===== src/rtl/riscv_mc_controller_if.sv =====
// Data-memory access handshake between the multi-cycle controller and data memory.
// cs is held from MEM entry until the cycle mem_ready is high; wr qualifies cs.
interface riscv_mc_controller_if;
    logic cs;
    logic wr;
    logic mem_ready;

    modport master (output cs, output wr, input mem_ready);
    modport slave  (input cs, input wr, output mem_ready);
endinterface


===== src/rtl/riscv_mc_controller.sv =====
// Multi-cycle RV32I control FSM: FETCH/DECODE/EXEC/MEM/WB/TRAP with registered datapath controls.
// Optional performance counters are built when MC_PERF_CNT_EN is defined.
module riscv_mc_controller #(
    parameter int unsigned MEM_TIMEOUT = 16
) (
    input  logic                         clk,
    input  logic                         reset,
    input  logic [6:0]                   opcode,
    input  logic [2:0]                   func3,
    input  logic [6:0]                   func7,
    riscv_mc_controller_if.master        mem_bus,
    output logic                         pc_en,
    output logic                         ir_en,
    output logic                         rfwrite,
    output logic                         Use_Imm,
    output logic [1:0]                   sel_PC,
    output logic [1:0]                   wb_sel,
    output logic [2:0]                   Op_Extend,
    output logic [2:0]                   br_type,
    output logic [3:0]                   ALUop,
    output logic                         trap,
    output logic [31:0]                  cycle_cnt,
    output logic [31:0]                  instret_cnt,
    output logic [2:0]                   dbg_state_o
);

    localparam logic [6:0] OP_R      = 7'b0110011;
    localparam logic [6:0] OP_I      = 7'b0010011;
    localparam logic [6:0] OP_LOAD   = 7'b0000011;
    localparam logic [6:0] OP_STORE  = 7'b0100011;
    localparam logic [6:0] OP_BRANCH = 7'b1100011;
    localparam logic [6:0] OP_JAL    = 7'b1101111;
    localparam logic [6:0] OP_JALR   = 7'b1100111;
    localparam logic [6:0] OP_LUI    = 7'b0110111;
    localparam logic [6:0] OP_AUIPC  = 7'b0010111;

    localparam bit          TIMEOUT_EN   = (MEM_TIMEOUT != 0);
    localparam logic [31:0] TIMEOUT_LAST = TIMEOUT_EN ? 32'(MEM_TIMEOUT - 1) : 32'd0;

    typedef enum logic [2:0] {
        S_FETCH  = 3'd0,
        S_DECODE = 3'd1,
        S_EXEC   = 3'd2,
        S_MEM    = 3'd3,
        S_WB     = 3'd4,
        S_TRAP   = 3'd5
    } state_t;

    typedef enum logic [1:0] {
        C_WB     = 2'd0,
        C_LOAD   = 2'd1,
        C_STORE  = 2'd2,
        C_BRANCH = 2'd3
    } class_t;

    typedef struct packed {
        logic [3:0] alu_op;
        logic [1:0] sel_pc;
        logic       use_imm;
        logic [2:0] op_ext;
        logic [2:0] br_type;
        logic [1:0] wb_sel;
    } ctrl_t;

    state_t      state_q;
    class_t      cls_q;
    ctrl_t       ctrl_q;
    logic [31:0] wait_q;
    logic        ir_en_q;
    logic        pc_en_q;
    logic        rfwrite_q;
    logic        cs_q;
    logic        wr_q;
    logic        trap_q;

    ctrl_t       ctrl_d;
    class_t      cls_d;
    logic        illegal_d;
    logic        run;
    logic        store_done;

    function automatic logic [3:0] alu_from_f3(input logic [2:0] f3, input logic alt);
        case (f3)
            3'b000:  return alt ? 4'd1 : 4'd0;
            3'b001:  return 4'd2;
            3'b010:  return 4'd3;
            3'b011:  return 4'd4;
            3'b100:  return 4'd5;
            3'b101:  return alt ? 4'd7 : 4'd6;
            3'b110:  return 4'd8;
            default: return 4'd9;
        endcase
    endfunction

    // Instruction register is stable during DECODE; this decode is latched at the DECODE edge.
    always_comb begin
        ctrl_d    = '0;
        cls_d     = C_WB;
        illegal_d = 1'b0;
        case (opcode)
            OP_R: begin
                ctrl_d.alu_op = alu_from_f3(func3, func7[5]);
                illegal_d     = (func7 != 7'b0000000) && (func7 != 7'b0100000);
            end
            OP_I: begin
                ctrl_d.use_imm = 1'b1;
                ctrl_d.alu_op  = alu_from_f3(func3, func7[5] && (func3 == 3'b101));
            end
            OP_LOAD: begin
                ctrl_d.use_imm = 1'b1;
                ctrl_d.wb_sel  = 2'd1;
                cls_d          = C_LOAD;
                illegal_d      = (func3 == 3'b011) || (func3 == 3'b110) || (func3 == 3'b111);
            end
            OP_STORE: begin
                ctrl_d.use_imm = 1'b1;
                ctrl_d.op_ext  = 3'd1;
                cls_d          = C_STORE;
                illegal_d      = (func3 > 3'b010);
            end
            OP_BRANCH: begin
                ctrl_d.sel_pc  = 2'd1;
                ctrl_d.use_imm = 1'b1;
                ctrl_d.op_ext  = 3'd3;
                cls_d          = C_BRANCH;
                case (func3)
                    3'b000:  ctrl_d.br_type = 3'd1;
                    3'b001:  ctrl_d.br_type = 3'd2;
                    3'b100:  ctrl_d.br_type = 3'd3;
                    3'b101:  ctrl_d.br_type = 3'd4;
                    3'b110:  ctrl_d.br_type = 3'd5;
                    3'b111:  ctrl_d.br_type = 3'd6;
                    default: illegal_d      = 1'b1;
                endcase
            end
            OP_JAL: begin
                ctrl_d.sel_pc  = 2'd1;
                ctrl_d.use_imm = 1'b1;
                ctrl_d.op_ext  = 3'd4;
                ctrl_d.br_type = 3'd7;
                ctrl_d.wb_sel  = 2'd2;
            end
            OP_JALR: begin
                ctrl_d.use_imm = 1'b1;
                ctrl_d.br_type = 3'd7;
                ctrl_d.wb_sel  = 2'd2;
            end
            OP_LUI: begin
                ctrl_d.sel_pc  = 2'd2;
                ctrl_d.use_imm = 1'b1;
                ctrl_d.op_ext  = 3'd2;
            end
            OP_AUIPC: begin
                ctrl_d.sel_pc  = 2'd1;
                ctrl_d.use_imm = 1'b1;
                ctrl_d.op_ext  = 3'd2;
            end
            default: illegal_d = 1'b1;
        endcase
    end

    always_ff @(posedge clk) begin
        if (reset) begin
            state_q   <= S_FETCH;
            cls_q     <= C_WB;
            ctrl_q    <= '0;
            wait_q    <= '0;
            // FETCH's strobe is preloaded; the reset mask hides it while reset is held.
            ir_en_q   <= 1'b1;
            pc_en_q   <= 1'b0;
            rfwrite_q <= 1'b0;
            cs_q      <= 1'b0;
            wr_q      <= 1'b0;
            trap_q    <= 1'b0;
        end else begin
            ir_en_q   <= 1'b0;
            pc_en_q   <= 1'b0;
            rfwrite_q <= 1'b0;
            case (state_q)
                S_FETCH: state_q <= S_DECODE;
                S_DECODE: begin
                    if (illegal_d) begin
                        state_q <= S_TRAP;
                        trap_q  <= 1'b1;
                    end else begin
                        state_q <= S_EXEC;
                        ctrl_q  <= ctrl_d;
                        cls_q   <= cls_d;
                        pc_en_q <= (cls_d == C_BRANCH);
                    end
                end
                S_EXEC: begin
                    case (cls_q)
                        C_BRANCH: begin
                            state_q <= S_FETCH;
                            ir_en_q <= 1'b1;
                            ctrl_q  <= '0;
                        end
                        C_LOAD, C_STORE: begin
                            state_q <= S_MEM;
                            cs_q    <= 1'b1;
                            wr_q    <= (cls_q == C_STORE);
                            wait_q  <= '0;
                        end
                        default: begin
                            state_q   <= S_WB;
                            rfwrite_q <= 1'b1;
                            pc_en_q   <= 1'b1;
                        end
                    endcase
                end
                S_MEM: begin
                    if (mem_bus.mem_ready) begin
                        cs_q <= 1'b0;
                        wr_q <= 1'b0;
                        if (cls_q == C_LOAD) begin
                            state_q   <= S_WB;
                            rfwrite_q <= 1'b1;
                            pc_en_q   <= 1'b1;
                        end else begin
                            state_q <= S_FETCH;
                            ir_en_q <= 1'b1;
                            ctrl_q  <= '0;
                        end
                    end else if (TIMEOUT_EN && (wait_q == TIMEOUT_LAST)) begin
                        state_q <= S_TRAP;
                        trap_q  <= 1'b1;
                        cs_q    <= 1'b0;
                        wr_q    <= 1'b0;
                        ctrl_q  <= '0;
                    end else begin
                        wait_q <= wait_q + 32'd1;
                    end
                end
                S_WB: begin
                    state_q <= S_FETCH;
                    ir_en_q <= 1'b1;
                    ctrl_q  <= '0;
                end
                S_TRAP: state_q <= S_TRAP;
                default: begin
                    state_q <= S_FETCH;
                    ir_en_q <= 1'b1;
                end
            endcase
        end
    end

    // A store retires in the same cycle memory accepts it, so its PC strobe follows mem_ready.
    assign store_done = (state_q == S_MEM) && (cls_q == C_STORE) && mem_bus.mem_ready;
    assign run        = ~reset;

    assign ir_en       = ir_en_q & run;
    assign pc_en       = (pc_en_q | store_done) & run;
    assign rfwrite     = rfwrite_q & run;
    assign mem_bus.cs  = cs_q & run;
    assign mem_bus.wr  = wr_q & run;
    assign trap        = trap_q & run;
    assign ALUop       = ctrl_q.alu_op & {4{run}};
    assign sel_PC      = ctrl_q.sel_pc & {2{run}};
    assign Use_Imm     = ctrl_q.use_imm & run;
    assign Op_Extend   = ctrl_q.op_ext & {3{run}};
    assign br_type     = ctrl_q.br_type & {3{run}};
    assign wb_sel      = ctrl_q.wb_sel & {2{run}};
    assign dbg_state_o = state_q;

`ifdef MC_PERF_CNT_EN
    logic [31:0] cycle_q;
    logic [31:0] instret_q;

    always_ff @(posedge clk) begin
        if (reset) begin
            cycle_q   <= '0;
            instret_q <= '0;
        end else begin
            cycle_q <= cycle_q + 32'd1;
            if (pc_en) begin
                instret_q <= instret_q + 32'd1;
            end
        end
    end

    assign cycle_cnt   = cycle_q & {32{run}};
    assign instret_cnt = instret_q & {32{run}};
`else
    assign cycle_cnt   = '0;
    assign instret_cnt = '0;
`endif

endmodule


===== src/flat_wrapper.sv =====
// flat-port wrapper written by rule: the top's interface ports become plain ports
module riscv_mc_controller_flat 
#(
    parameter int unsigned MEM_TIMEOUT = 16
)
  (clk, reset, opcode, func3, func7, pc_en, ir_en, rfwrite, Use_Imm, sel_PC, wb_sel, Op_Extend, br_type, ALUop, trap, cycle_cnt, instret_cnt, dbg_state_o, mem_bus_cs, mem_bus_wr, mem_bus_mem_ready);
  riscv_mc_controller_if mem_bus_i ();
  input  logic clk;
  input  logic reset;
  input  logic [6:0] opcode;
  input  logic [2:0] func3;
  input  logic [6:0] func7;
  output logic pc_en;
  output logic ir_en;
  output logic rfwrite;
  output logic Use_Imm;
  output logic [1:0] sel_PC;
  output logic [1:0] wb_sel;
  output logic [2:0] Op_Extend;
  output logic [2:0] br_type;
  output logic [3:0] ALUop;
  output logic trap;
  output logic [31:0] cycle_cnt;
  output logic [31:0] instret_cnt;
  output logic [2:0] dbg_state_o;
  output wire logic [$bits(mem_bus_i.cs)-1:0] mem_bus_cs;
  output wire logic [$bits(mem_bus_i.wr)-1:0] mem_bus_wr;
  input wire logic [$bits(mem_bus_i.mem_ready)-1:0] mem_bus_mem_ready;
  assign mem_bus_cs = mem_bus_i.cs;
  assign mem_bus_wr = mem_bus_i.wr;
  assign mem_bus_i.mem_ready = mem_bus_mem_ready;
  riscv_mc_controller #(.MEM_TIMEOUT(MEM_TIMEOUT)) u_core (.clk(clk), .reset(reset), .opcode(opcode), .func3(func3), .func7(func7), .mem_bus(mem_bus_i), .pc_en(pc_en), .ir_en(ir_en), .rfwrite(rfwrite), .Use_Imm(Use_Imm), .sel_PC(sel_PC), .wb_sel(wb_sel), .Op_Extend(Op_Extend), .br_type(br_type), .ALUop(ALUop), .trap(trap), .cycle_cnt(cycle_cnt), .instret_cnt(instret_cnt), .dbg_state_o(dbg_state_o));
endmodule

===== config.mk =====
export PLATFORM = sky130hd
export DESIGN_NAME = riscv_mc_controller_flat
export DESIGN_NICKNAME = d
export VERILOG_FILES = /design/src/rtl/riscv_mc_controller_if.sv /design/src/rtl/riscv_mc_controller.sv /design/src/flat_wrapper.sv
export SDC_FILE = /design/constraint.sdc
export NUM_CORES = 1
export LEC_CHECK = 0
export ABC_CLOCK_PERIOD_IN_PS = 2900
export BUFFER_PORTS_ARGS = -buffer_cell sky130_fd_sc_hd__buf_4
export CAP_MARGIN = 5
export CORE_ASPECT_RATIO = 1.2
export CORE_MARGIN = 2
export CORE_UTILIZATION = 50
export CTS_CLUSTER_DIAMETER = 80
export DETAILED_ROUTE_END_ITERATION = 10
export HOLD_SLACK_MARGIN = 0.05
export PLACE_DENSITY = 0.77
export SLEW_MARGIN = 10
export SYNTH_ARGS = -nofsm -noshare
export SYNTH_HDL_FRONTEND = slang
export SYNTH_SLANG_ARGS = --single-unit

===== constraint.sdc =====
create_clock -name clk -period 2.9 [get_ports clk]
set_clock_uncertainty 0.05 [all_clocks]
set_input_delay 0.29 -clock clk [delete_from_list [all_inputs] [get_ports clk]]
set_output_delay 0.29 -clock clk [all_outputs]
set_load 0.01 [all_outputs]

==> impl_metrics.prom, run 1 <==
# TYPE chip_impl_metric gauge
chip_impl_metric{name="ctsHoldBuffers",unit=""} 0
chip_impl_metric{name="die_w",unit="um"} 83.8
chip_impl_metric{name="htree_levels",unit=""} 3
chip_impl_metric{name="drtPass1Iterations",unit=""} 5
chip_impl_metric{name="netlist_instances",unit=""} 474
chip_impl_metric{name="post_route_cells_drive_above_1_share",unit=""} 0.179
chip_impl_metric{name="synth.yosys.warnings",unit=""} 0
chip_impl_metric{name="post_cts.resized_instances",unit=""} 0
chip_impl_metric{name="later_pin_clock_latency_in_the_skew_report",unit="ns"} 0.34
chip_impl_metric{name="filler_cell_count",unit=""} 682
chip_impl_metric{name="count_of_pins_over_their_slew_limit",unit=""} 0
chip_impl_metric{name="layout.area.seq",unit="um2"} 1160
chip_impl_metric{name="tritoncts.num_buffers",unit=""} 9
chip_impl_metric{name="number_of_global_route_vias_before_repair",unit=""} 2891
chip_impl_metric{name="grt_antenna_before_repair",unit=""} 0
chip_impl_metric{name="synth-edff-count",unit=""} 0
chip_impl_metric{name="power.static_leakage",unit="nW"} 1.68
chip_impl_metric{name="antenna-diode-count",unit=""} 0
chip_impl_metric{name="rd_place_congestion",unit=""} 0.814
chip_impl_metric{name="area_of_combinational_cells_with_multiple_inputs",unit="um2"} 2270
chip_impl_metric{name="power_density_over_cell_area",unit="nW/um2"} 453
chip_impl_metric{name="setup_violations",unit=""} 0
chip_impl_metric{name="first_iter_violations",unit=""} 173
chip_impl_metric{name="worst-slew-pin-transition",unit="ns"} 0.526
chip_impl_metric{name="setup_total_negative_slack",unit="ns"} 0
chip_impl_info{name="outcome",value="completed"} 1
chip_impl_metric{name="numClockSinks",unit=""} 58
chip_impl_metric{name="place_inst",unit=""} 588
chip_impl_metric{name="maxSlewHeadroom",unit=""} 0.649
chip_impl_metric{name="clk_pin_slew_worst_paths",unit="ns"} 0.07
chip_impl_info{name="hold_path.startpoint",value="reset"} 1
chip_impl_info{name="crit_path_start_kind",value="flop"} 1
chip_impl_metric{name="synth.top_cell.area_share",unit=""} 0.304
chip_impl_metric{name="placement.cell_area",unit="um2"} 3940
chip_impl_metric{name="detail_route.wl_per_cell",unit="um"} 12.8
chip_impl_metric{name="max-clock-path-buffers",unit=""} 2
chip_impl_info{name="synth.top_cells.by_count",value="sky130_fd_sc_hd__buf_4, sky130_fd_sc_hd__dfxtp_1, sky130_fd_sc_hd__nor2_1"} 1
chip_impl_metric{name="routed_via_density",unit=""} 5.18
chip_impl_metric{name="critPathRequiredTime",unit="ns"} 3.08
chip_impl_info{name="synth-main-ff-cell",value="sky130_fd_sc_hd__dfxtp_1"} 1
chip_impl_metric{name="report.final.hold_viol_count",unit=""} 0
chip_impl_metric{name="core-area",unit="um2"} 7320
chip_impl_metric{name="timing.final.crit_share",unit=""} 0.866
chip_impl_metric{name="crit_arrival",unit="ns"} 2.70
chip_impl_metric{name="achievable-frequency",unit="MHz"} 398
chip_impl_metric{name="cts.repair_timing.setup_buffer_count",unit=""} 0
chip_impl_metric{name="design.final.nets",unit=""} 534
chip_impl_metric{name="syn_to_final_growth",unit="%"} 9.42
chip_impl_info{name="end_kind",value="flop"} 1
chip_impl_metric{name="global_route_wire_length_before_repair",unit="um"} 12600
chip_impl_metric{name="initial_core_util",unit=""} 0.523
chip_impl_metric{name="globalRouteTotalUtil",unit=""} 0.183
chip_impl_metric{name="synth_cell_types",unit=""} 56
chip_impl_metric{name="seq_area_frac_synth",unit=""} 0.304
chip_impl_metric{name="largest_net_degree_at_the_start_of_global_routing",unit=""} 39
chip_impl_metric{name="dpl.hpwl",unit="um"} 5720
chip_impl_metric{name="die_h",unit="um"} 99.8
chip_impl_metric{name="async_flop_share",unit=""} 0
chip_impl_info{name="synth_largest_area_cell",value="sky130_fd_sc_hd__dfxtp_1"} 1
chip_impl_info{name="yosys-top-cells-area",value="sky130_fd_sc_hd__dfxtp_1, sky130_fd_sc_hd__buf_4, sky130_fd_sc_hd__nor2_1"} 1
chip_impl_metric{name="place.port_buffers",unit=""} 43
chip_impl_metric{name="power_after_layout",unit="mW"} 1.90
chip_impl_metric{name="final_design_area_no_fill",unit="um2"} 4180
chip_impl_metric{name="hold_ws",unit="ns"} 0.298
chip_impl_metric{name="ys_seq_elements",unit=""} 58
chip_impl_info{name="regToRegStartpoint",value="u_core.dbg_state_o[0]"} 1
chip_impl_info{name="hold_path_class",value="in2reg"} 1
chip_impl_metric{name="critical_path.max_fanout",unit=""} 17
chip_impl_info{name="rsz0062_at_grt",value="no"} 1
chip_impl_metric{name="drt_drc_violations_left",unit=""} 0
chip_impl_metric{name="design.die.area",unit="um2"} 8370
chip_impl_metric{name="synthesis.area_per_instance",unit="um2"} 8.07
chip_impl_metric{name="drv_cap",unit=""} 0
chip_impl_metric{name="syn-cell-area",unit="um2"} 3820
chip_impl_metric{name="top_level_ports",unit=""} 108
chip_impl_metric{name="detailroute.via_count",unit=""} 3131
chip_impl_metric{name="overall_overflow_remaining_after_global_route",unit=""} 0
chip_impl_info{name="cts-root-buf",value="sky130_fd_sc_hd__clkbuf_8"} 1
chip_impl_metric{name="final_cell_count_no_fill",unit=""} 604
chip_impl_info{name="post-synth-top-count-cell",value="sky130_fd_sc_hd__buf_4"} 1
chip_impl_info{name="timing_worst_setup_path_type",value="reg2reg"} 1
chip_impl_metric{name="ir_worst_vdd",unit="mV"} 0.234
chip_impl_info{name="cts_tree",value="yes"} 1
chip_impl_metric{name="detail-route-antenna-nets",unit=""} 0
chip_impl_metric{name="period_needed",unit="ns"} 2.51
chip_impl_info{name="critical_path.startpoint",value="u_core.dbg_state_o[0]"} 1
chip_impl_metric{name="routed_wl",unit="um"} 7750
chip_impl_metric{name="placementRows",unit=""} 34
[final cells by class]
cell class / instances / share of cell area
sequential: 58 / 0.278
clock buffer: 13 / 0.0428
clock inverter: 3 / 0.0164
inverter: 9 / 0.00807
tap: 90 / 0.0269
timing repair buffer: 48 / 0.0861
multi-input combinational: 383 / 0.542
[metal layers]
layer / vias to the layer above / global-route usage / routed length, um
li1: 1564 / - / -
met1: 1430 / 0.202 / 3200
met2: 111 / 0.330 / 3950
met3: 26 / 0.0296 / 365
met4: 0 / 0.113 / 242
met5: - / 0 / 0
[cell usage in the layout, fill, tap and decap left out, types with 3 or more instances in the layout]
master and count:
sky130_fd_sc_hd__nand2_1 29, sky130_fd_sc_hd__xor2_1 11, sky130_fd_sc_hd__or3_1 12, sky130_fd_sc_hd__mux2_2 6
sky130_fd_sc_hd__nand2b_1 7, sky130_fd_sc_hd__a31oi_1 4, sky130_fd_sc_hd__nor2b_1 23, sky130_fd_sc_hd__mux2i_1 4
sky130_fd_sc_hd__mux2_4 9, sky130_fd_sc_hd__and3_1 4, sky130_fd_sc_hd__a211oi_1 3, sky130_fd_sc_hd__a21oi_1 22
sky130_fd_sc_hd__nand3_1 19, sky130_fd_sc_hd__dfxtp_1 58, sky130_fd_sc_hd__and2_1 9, sky130_fd_sc_hd__clkbuf_8 13
sky130_fd_sc_hd__xnor2_1 11, sky130_fd_sc_hd__nor4_1 6, sky130_fd_sc_hd__nor2_1 52, sky130_fd_sc_hd__conb_1 64
sky130_fd_sc_hd__nand3b_1 3, sky130_fd_sc_hd__ha_1 5, sky130_fd_sc_hd__o21ai_0 17, sky130_fd_sc_hd__nand4_1 7
sky130_fd_sc_hd__nor3_1 20, sky130_fd_sc_hd__inv_1 9, sky130_fd_sc_hd__buf_4 48
[sequential cells by signal, summed over array words and instances, names as in the netlist]
signal	cells
u_core.dbg_state_o	3
u_core.ir_en_q	1
u_core.cs_q	1
u_core.wait_q	32
u_core.wr_q	1
u_core.ctrl_q	15
u_core.cls_q	2
u_core.trap_q	1
u_core.pc_en_q	1
u_core.rfwrite_q	1
[kinds of logic after synthesis]
group	synth area share
AND/OR/NAND/NOR	0.291
buffers and inverters	0.165
AO/OA/AOI/OAI	0.110
flip-flops	0.304
XOR/XNOR	0.0504
multiplexers	0.0635
adder cells (fa/ha/maj)	0.0164
other	0.000981
[worst paths after layout]
path                  endpoint  slack, ns  depth (start not counted)
max reg2reg  u_core.ctrl_q[11]       0.39                          7
max          u_core.ctrl_q[11]       0.39                          7
min           u_core.wait_q[0]       0.30                          2
min reg2reg      u_core.trap_q       0.43                          2
[critical path, stage by stage, from the launching register on]
cell                      delay [ns]
sky130_fd_sc_hd__dfxtp_1        0.65
sky130_fd_sc_hd__nor2b_2        0.30
sky130_fd_sc_hd__nand2_1        0.18
sky130_fd_sc_hd__o31ai_4        0.33
sky130_fd_sc_hd__o22ai_2        0.13
sky130_fd_sc_hd__a21oi_4        0.12
sky130_fd_sc_hd__buf_4          0.28
sky130_fd_sc_hd__mux2_2         0.36
[per-stage QoR]
stage,worst slack [ns],util
after floorplan,0.755,-
after global routing,0.232,0.572
after CTS,0.411,0.572
after detailed placement,0.453,0.538
final,0.389,0.572
after global placement,0.541,0.538
[report_power, final]
group	internal (mW)	switching [mW]	total, mW
Sequential	0.802	0.00990	0.812
Combinational	0.0620	0.117	0.179
Clock	0.579	0.326	0.905
Total	1.44	0.454	1.90
Power figures use the tool's default switching activity.
==> run 2: changes to the inputs <==
--- a/config.mk
+++ b/config.mk
@@ -9,11 +9,11 @@
 export BUFFER_PORTS_ARGS = -buffer_cell sky130_fd_sc_hd__buf_4
 export CAP_MARGIN = 5
 export CORE_ASPECT_RATIO = 1.2
-export CORE_MARGIN = 2
 export CORE_UTILIZATION = 50
 export CTS_CLUSTER_DIAMETER = 80
 export DETAILED_ROUTE_END_ITERATION = 10
 export HOLD_SLACK_MARGIN = 0.05
+export MAX_ROUTING_LAYER = met4
 export PLACE_DENSITY = 0.77
 export SLEW_MARGIN = 10
 export SYNTH_ARGS = -nofsm -noshare
==> impl_metrics.prom, run 2 (synthesis gave the netlist of run 1 again) <==
# TYPE chip_impl_metric gauge
chip_impl_metric{name="initial_core_util",unit=""} 0.523
chip_impl_info{name="end_kind",value="flop"} 1
chip_impl_metric{name="preCtsSetupSlack",unit="ns"} 0.436
chip_impl_metric{name="placement.cell_area",unit="um2"} 3940
chip_impl_info{name="rsz0062_at_grt",value="no"} 1
chip_impl_metric{name="crit_arrival",unit="ns"} 2.72
chip_impl_metric{name="worst_slack",unit="ns"} 0.398
chip_impl_metric{name="drtPass1Iterations",unit=""} 4
chip_impl_metric{name="swShare",unit=""} 0.263
chip_impl_metric{name="report.final.hold_viol_count",unit=""} 0
chip_impl_metric{name="worst-slew-pin-transition",unit="ns"} 0.502
chip_impl_metric{name="critPathRequiredTime",unit="ns"} 3.12
chip_impl_metric{name="count_of_pins_over_their_slew_limit",unit=""} 0
chip_impl_metric{name="cell_internal_pwr",unit="mW"} 1.30
chip_impl_metric{name="antenna-diode-count",unit=""} 0
chip_impl_metric{name="period_needed",unit="ns"} 2.50
chip_impl_metric{name="first_iter_violations",unit=""} 164
chip_impl_metric{name="post_route_cells_drive_above_1_share",unit=""} 0.179
chip_impl_metric{name="clk_pin_slew_worst_paths",unit="ns"} 0.07
chip_impl_metric{name="setup_violations",unit=""} 0
chip_impl_metric{name="globalRouteTotalUtil",unit=""} 0.211
chip_impl_metric{name="number_of_global_route_vias_before_repair",unit=""} 2915
chip_impl_info{name="outcome",value="completed"} 1
chip_impl_metric{name="placementRows",unit=""} 34
chip_impl_metric{name="routed_via_density",unit=""} 5.25
chip_impl_metric{name="max-clock-path-buffers",unit=""} 2
chip_impl_metric{name="detail-route-antenna-nets",unit=""} 0
chip_impl_metric{name="ir_worst_vdd",unit="mV"} 0.297
chip_impl_metric{name="drt_drc_violations_left",unit=""} 0
chip_impl_metric{name="tritoncts.num_buffers",unit=""} 9
chip_impl_metric{name="detailroute.via_count",unit=""} 3170
chip_impl_metric{name="maxSlewHeadroom",unit=""} 0.665
chip_impl_metric{name="comb_power_share",unit=""} 0.101
chip_impl_metric{name="critical_path.max_fanout",unit=""} 9
chip_impl_metric{name="largest_register_ff_count",unit=""} 32
chip_impl_info{name="crit_path_start_kind",value="flop"} 1
chip_impl_metric{name="drv_cap",unit=""} 0
chip_impl_metric{name="power_density_over_cell_area",unit="nW/um2"} 427
chip_impl_info{name="timing_worst_setup_path_type",value="reg2reg"} 1
chip_impl_metric{name="grt_antenna_before_repair",unit=""} 0
chip_impl_metric{name="power.static_leakage",unit="nW"} 1.65
chip_impl_metric{name="overall_overflow_remaining_after_global_route",unit=""} 0
chip_impl_metric{name="place.port_buffers",unit=""} 43
chip_impl_info{name="layout.cells.most_common_list",value="sky130_fd_sc_hd__conb_1, sky130_fd_sc_hd__dfxtp_1, sky130_fd_sc_hd__nor2_1"} 1
chip_impl_metric{name="core-area",unit="um2"} 7320
chip_impl_metric{name="die_w",unit="um"} 81.8
chip_impl_metric{name="routed_wl",unit="um"} 7760
chip_impl_metric{name="top_level_ports",unit=""} 108
chip_impl_info{name="max_flop_register",value="u_core.wait_q"} 1
chip_impl_info{name="cts_tree",value="yes"} 1
chip_impl_metric{name="power.sequential.fraction",unit=""} 0.459
chip_impl_info{name="cts-root-buf",value="sky130_fd_sc_hd__clkbuf_8"} 1
chip_impl_metric{name="cts.repair_timing.setup_buffer_count",unit=""} 0
chip_impl_metric{name="design.die.area",unit="um2"} 8000
chip_impl_metric{name="post_cts.resized_instances",unit=""} 0
chip_impl_metric{name="numClockSinks",unit=""} 58
chip_impl_metric{name="later_pin_clock_latency_in_the_skew_report",unit="ns"} 0.34
chip_impl_metric{name="ctsHoldBuffers",unit=""} 0
chip_impl_metric{name="setup_total_negative_slack",unit="ns"} 0
chip_impl_metric{name="design.final.nets",unit=""} 534
chip_impl_metric{name="filler_cell_count",unit=""} 664
chip_impl_metric{name="timing.final.crit_share",unit=""} 0.863
chip_impl_metric{name="global_route_wire_length_before_repair",unit="um"} 12900
chip_impl_metric{name="htree_levels",unit=""} 3
chip_impl_metric{name="rd_place_congestion",unit=""} 0.902
chip_impl_metric{name="clock_power_share",unit=""} 0.440
chip_impl_metric{name="dpl.hpwl",unit="um"} 5640
chip_impl_info{name="final_common_cell",value="sky130_fd_sc_hd__conb_1"} 1
chip_impl_metric{name="detail_route.wl_per_cell",unit="um"} 12.9
chip_impl_metric{name="syn_to_final_growth",unit="%"} 8.28
chip_impl_metric{name="largest_net_degree_at_the_start_of_global_routing",unit=""} 39
chip_impl_metric{name="achievable-frequency",unit="MHz"} 400
chip_impl_info{name="hold_path_class",value="in2reg"} 1
chip_impl_metric{name="final_design_area_no_fill",unit="um2"} 4140
chip_impl_metric{name="net_load_switching_power",unit="mW"} 0.465
chip_impl_metric{name="die_h",unit="um"} 97.8
==> run 2: final cells by class <==
cell class              count  area, um2  area share
clock inverters             5       52.6      0.0127
well taps                  90        113      0.0272
repair buffers             48        360      0.0870
inverters                   9       33.8     0.00816
multi-input cells         383       2270       0.548
flip-flops and latches     58       1160       0.280
clock buffers              11        151      0.0366
==> run 2: worst max-delay path, stage by stage, from the launching register on <==
cell	delay, ns
sky130_fd_sc_hd__dfxtp_1	0.38
sky130_fd_sc_hd__inv_1	0.08
sky130_fd_sc_hd__ha_1	0.35
sky130_fd_sc_hd__nand2b_1	0.11
sky130_fd_sc_hd__a21oi_4	0.28
sky130_fd_sc_hd__and4_1	0.44
sky130_fd_sc_hd__nand2_1	0.15
sky130_fd_sc_hd__or4_1	0.43
sky130_fd_sc_hd__a21oi_1	0.15
==> run 2: final timing paths <==
check | startpoint | end | slack (ns) | cells past startpoint
max | u_core.cls_q[0] | u_core.wait_q[29] | 0.40 | 8
min | reset | u_core.cs_q | 0.29 | 2
min reg2reg | u_core.trap_q | u_core.trap_q | 0.43 | 2
max reg2reg | u_core.cls_q[0] | u_core.wait_q[29] | 0.40 | 8
==> run 2: routing by layer <==
| metal | up-vias | GRT usage | wire length, um | part of all wire |
|---|---|---|---|---|
| met5 | - | - | 0 | 0 |
| met4 | 0 | 0.0864 | 196 | 0.025 |
| met3 | 21 | 0.0542 | 375 | 0.048 |
| met2 | 106 | 0.337 | 3990 | 0.51 |
| met1 | 1476 | 0.247 | 3200 | 0.41 |
| li1 | 1567 | - | - | - |
==> run 2: power groups by stage <==
stage               clock, mW  combinational (mW)  sequential [mW]
global placement            0               0.174            0.829
finish                  0.777               0.179            0.812
CTS                     0.790               0.177            0.811
detailed placement          0               0.176            0.829
global route            0.831               0.198            0.812
floorplan                   0               0.205            0.824
==> run 2: per-stage QoR <==
stage	power (mW)	util	hold WS, ns	cells
3_5_place_dp	1.01	0.538	0.415	588
3_3_place_gp	1.00	0.538	0.408	588
5_1_grt	1.84	0.566	0.310	604
2_1_floorplan	1.03	-	0.384	537
6_report	1.77	0.566	0.294	604
4_1_cts	1.78	0.566	0.283	604
==> run 3: changes to the inputs <==
--- a/config.mk
+++ b/config.mk
@@ -9,12 +9,11 @@
 export BUFFER_PORTS_ARGS = -buffer_cell sky130_fd_sc_hd__buf_4
 export CAP_MARGIN = 5
 export CORE_ASPECT_RATIO = 1.2
-export CORE_UTILIZATION = 50
+export CORE_UTILIZATION = 35
 export CTS_CLUSTER_DIAMETER = 80
 export DETAILED_ROUTE_END_ITERATION = 10
 export HOLD_SLACK_MARGIN = 0.05
 export MAX_ROUTING_LAYER = met4
-export PLACE_DENSITY = 0.77
 export SLEW_MARGIN = 10
 export SYNTH_ARGS = -nofsm -noshare
 export SYNTH_HDL_FRONTEND = slang
==> impl_metrics.prom, run 3 (synthesis gave the netlist of run 1 again) <==
# TYPE chip_impl_metric gauge
chip_impl_metric{name="power_density_over_cell_area",unit="nW/um2"} 452
chip_impl_metric{name="number_of_global_route_vias_before_repair",unit=""} 2915
chip_impl_metric{name="period_needed",unit="ns"} 2.50
chip_impl_metric{name="placementRows",unit=""} 41
chip_impl_metric{name="worstHoldPathCells",unit=""} 4
chip_impl_metric{name="die_w",unit="um"} 97.4
chip_impl_metric{name="detailroute.via_count",unit=""} 3113
chip_impl_metric{name="top_level_ports",unit=""} 108
chip_impl_metric{name="later_pin_clock_latency_in_the_skew_report",unit="ns"} 0.32
chip_impl_info{name="max_flop_register",value="u_core.wait_q"} 1
chip_impl_metric{name="rd_place_congestion",unit=""} 0.844
chip_impl_info{name="timing_worst_setup_path_type",value="reg2reg"} 1
chip_impl_metric{name="max-clock-path-buffers",unit=""} 2
chip_impl_metric{name="post_cts.resized_instances",unit=""} 0
chip_impl_metric{name="design.die.area",unit="um2"} 11300
chip_impl_metric{name="crit_arrival",unit="ns"} 2.71
chip_impl_metric{name="routed_via_density",unit=""} 4.84
chip_impl_metric{name="achievable-frequency",unit="MHz"} 399
chip_impl_info{name="regToRegStartpoint",value="u_core.cls_q[1]"} 1
chip_impl_info{name="crit_path_start_kind",value="flop"} 1
chip_impl_info{name="layout.cells.most_common_list",value="sky130_fd_sc_hd__conb_1, sky130_fd_sc_hd__dfxtp_1, sky130_fd_sc_hd__nor2_1"} 1
chip_impl_metric{name="globalRouteTotalUtil",unit=""} 0.149
chip_impl_metric{name="ctsHoldBuffers",unit=""} 0
chip_impl_metric{name="filler_cell_count",unit=""} 1093
chip_impl_metric{name="detail-route-antenna-nets",unit=""} 0
chip_impl_metric{name="setup_violations",unit=""} 0
chip_impl_metric{name="core-area",unit="um2"} 10600
chip_impl_metric{name="grt.met1_usage",unit=""} 0.155
chip_impl_info{name="outcome",value="completed"} 1
chip_impl_metric{name="drv_cap",unit=""} 0
chip_impl_info{name="final_common_cell",value="sky130_fd_sc_hd__conb_1"} 1
chip_impl_metric{name="gr_util_met3",unit=""} 0.0311
chip_impl_metric{name="post_route_cells_drive_above_1_share",unit=""} 0.179
chip_impl_metric{name="power.static_leakage",unit="nW"} 1.68
chip_impl_metric{name="initial_core_util",unit=""} 0.362
chip_impl_metric{name="setup_total_negative_slack",unit="ns"} 0
chip_impl_metric{name="overall_overflow_remaining_after_global_route",unit=""} 0
chip_impl_metric{name="clk_pin_slew_worst_paths",unit="ns"} 0.05
chip_impl_metric{name="tritoncts.num_buffers",unit=""} 9
chip_impl_metric{name="critical_path.max_fanout",unit=""} 9
chip_impl_metric{name="first_iter_violations",unit=""} 82
chip_impl_info{name="highest_utilization_routing_layer_at_the_global_route_stage",value="met2"} 1
chip_impl_metric{name="timing.final.crit_share",unit=""} 0.864
chip_impl_metric{name="drt_drc_violations_left",unit=""} 0
chip_impl_metric{name="depth_of_the_worst_register_to_register_path",unit=""} 8
chip_impl_metric{name="antenna-diode-count",unit=""} 0
chip_impl_metric{name="layout.area.seq",unit="um2"} 1160
chip_impl_metric{name="global_route_wire_length_before_repair",unit="um"} 13300
chip_impl_info{name="hold_path.startpoint",value="mem_bus_mem_ready"} 1
chip_impl_metric{name="cts.repair_timing.setup_buffer_count",unit=""} 0
chip_impl_metric{name="numClockSinks",unit=""} 58
chip_impl_metric{name="largest_register_ff_count",unit=""} 32
chip_impl_info{name="cts_tree",value="yes"} 1
chip_impl_metric{name="htree_levels",unit=""} 3
chip_impl_metric{name="grt_antenna_before_repair",unit=""} 0
chip_impl_metric{name="ir_worst_vdd",unit="mV"} 0.289
chip_impl_info{name="end_kind",value="flop"} 1
chip_impl_metric{name="count_of_pins_over_their_slew_limit",unit=""} 0
chip_impl_metric{name="drtPass1Iterations",unit=""} 4
chip_impl_metric{name="syn_to_final_growth",unit="%"} 11.2
chip_impl_metric{name="design.final.nets",unit=""} 535
chip_impl_metric{name="largest_net_degree_at_the_start_of_global_routing",unit=""} 39
chip_impl_info{name="cts-root-buf",value="sky130_fd_sc_hd__clkbuf_16"} 1
chip_impl_metric{name="area_of_combinational_cells_with_multiple_inputs",unit="um2"} 2270
chip_impl_metric{name="die_h",unit="um"} 116
chip_impl_info{name="crit-reg2reg-capture",value="u_core.wait_q[29]"} 1
chip_impl_info{name="hold_path_class",value="in2reg"} 1
chip_impl_metric{name="report.final.hold_viol_count",unit=""} 0
chip_impl_metric{name="grt_util_met2",unit=""} 0.277
chip_impl_info{name="rsz0062_at_grt",value="no"} 1
chip_impl_metric{name="power_after_layout",unit="mW"} 1.92
chip_impl_info{name="worstHoldEndpoint",value="u_core.trap_q"} 1
chip_impl_metric{name="dpl.hpwl",unit="um"} 6060
chip_impl_metric{name="critPathRequiredTime",unit="ns"} 3.11
chip_impl_metric{name="routed_wl",unit="um"} 8150
chip_impl_metric{name="detail_route.wl_per_cell",unit="um"} 12.7
chip_impl_metric{name="r2r_setup_slack",unit="ns"} 0.40
chip_impl_metric{name="place.port_buffers",unit=""} 43
-- run 3: cell count changes in the layout (fill, tap and decap cells not counted), sizes merged --
cell,before,now
clkinvlp,1,2
bufinv,1,0
clkbuf,11,9
clkinv,3,4
buf,48,49
-- run 3: report_power, final --
group          internal [mW]  switching [mW]  total, mW
logic                 0.0634           0.120      0.184
clock network          0.565           0.362      0.926
registers              0.803         0.00654      0.810
total                   1.43           0.489       1.92
-- run 3: worst max-delay path by stage --
stage	from	to	slack [ns]	cells past startpoint
4_1_cts	u_core.cls_q[1]	u_core.wait_q[29]	0.41	8
5_1_grt	u_core.cls_q[1]	u_core.wait_q[29]	0.22	8
3_5_place_dp	u_core.cls_q[1]	u_core.wait_q[29]	0.40	8
6_report	u_core.cls_q[1]	u_core.wait_q[29]	0.40	8
2_1_floorplan	u_core.wait_q[0]	u_core.ctrl_q[0]	0.75	8
3_3_place_gp	u_core.wait_q[11]	u_core.ctrl_q[14]	0.52	7
-- run 3: per-stage QoR --
stage	setup slack (ns)	std cells	instance area, um2	hold WS, ns	utilization
final	0.396	643	4250	0.319	0.402
after CTS	0.410	643	4250	0.315	0.402
after detailed placement	0.400	628	3990	0.409	0.378
after floorplan	0.755	537	4060	0.384	-
after global placement	0.516	628	3990	0.404	0.378
after global routing	0.222	643	4250	0.333	0.402
-- run 3: final cells by class --
| cell class | count | area share |
|---|---|---|
| Timing Repair Buffer | 49 | 0.0865 |
| Tap cell | 129 | 0.0380 |
| Clock inverter | 6 | 0.00824 |
| Clock buffer | 9 | 0.0530 |
| Multi-Input combinational cell | 383 | 0.533 |
| Inverter | 9 | 0.00794 |
| Sequential cell | 58 | 0.273 |
-- run 3: layer usage --
metal  vias to the layer above  routed length [um]
li1                       1558                   -
met1                      1451                3320
met2                        93                4350
met3                        11                 366
met4                         0                 107
met5                         -                   0
-- run 3: worst max-delay path, stage by stage (launching register included) --
cell	delay, ns
sky130_fd_sc_hd__dfxtp_1	0.38
sky130_fd_sc_hd__inv_1	0.08
sky130_fd_sc_hd__ha_1	0.36
sky130_fd_sc_hd__nand2b_1	0.12
sky130_fd_sc_hd__a21oi_4	0.28
sky130_fd_sc_hd__and4_1	0.43
sky130_fd_sc_hd__nand2_1	0.16
sky130_fd_sc_hd__or4_1	0.44
sky130_fd_sc_hd__a21oi_1	0.15
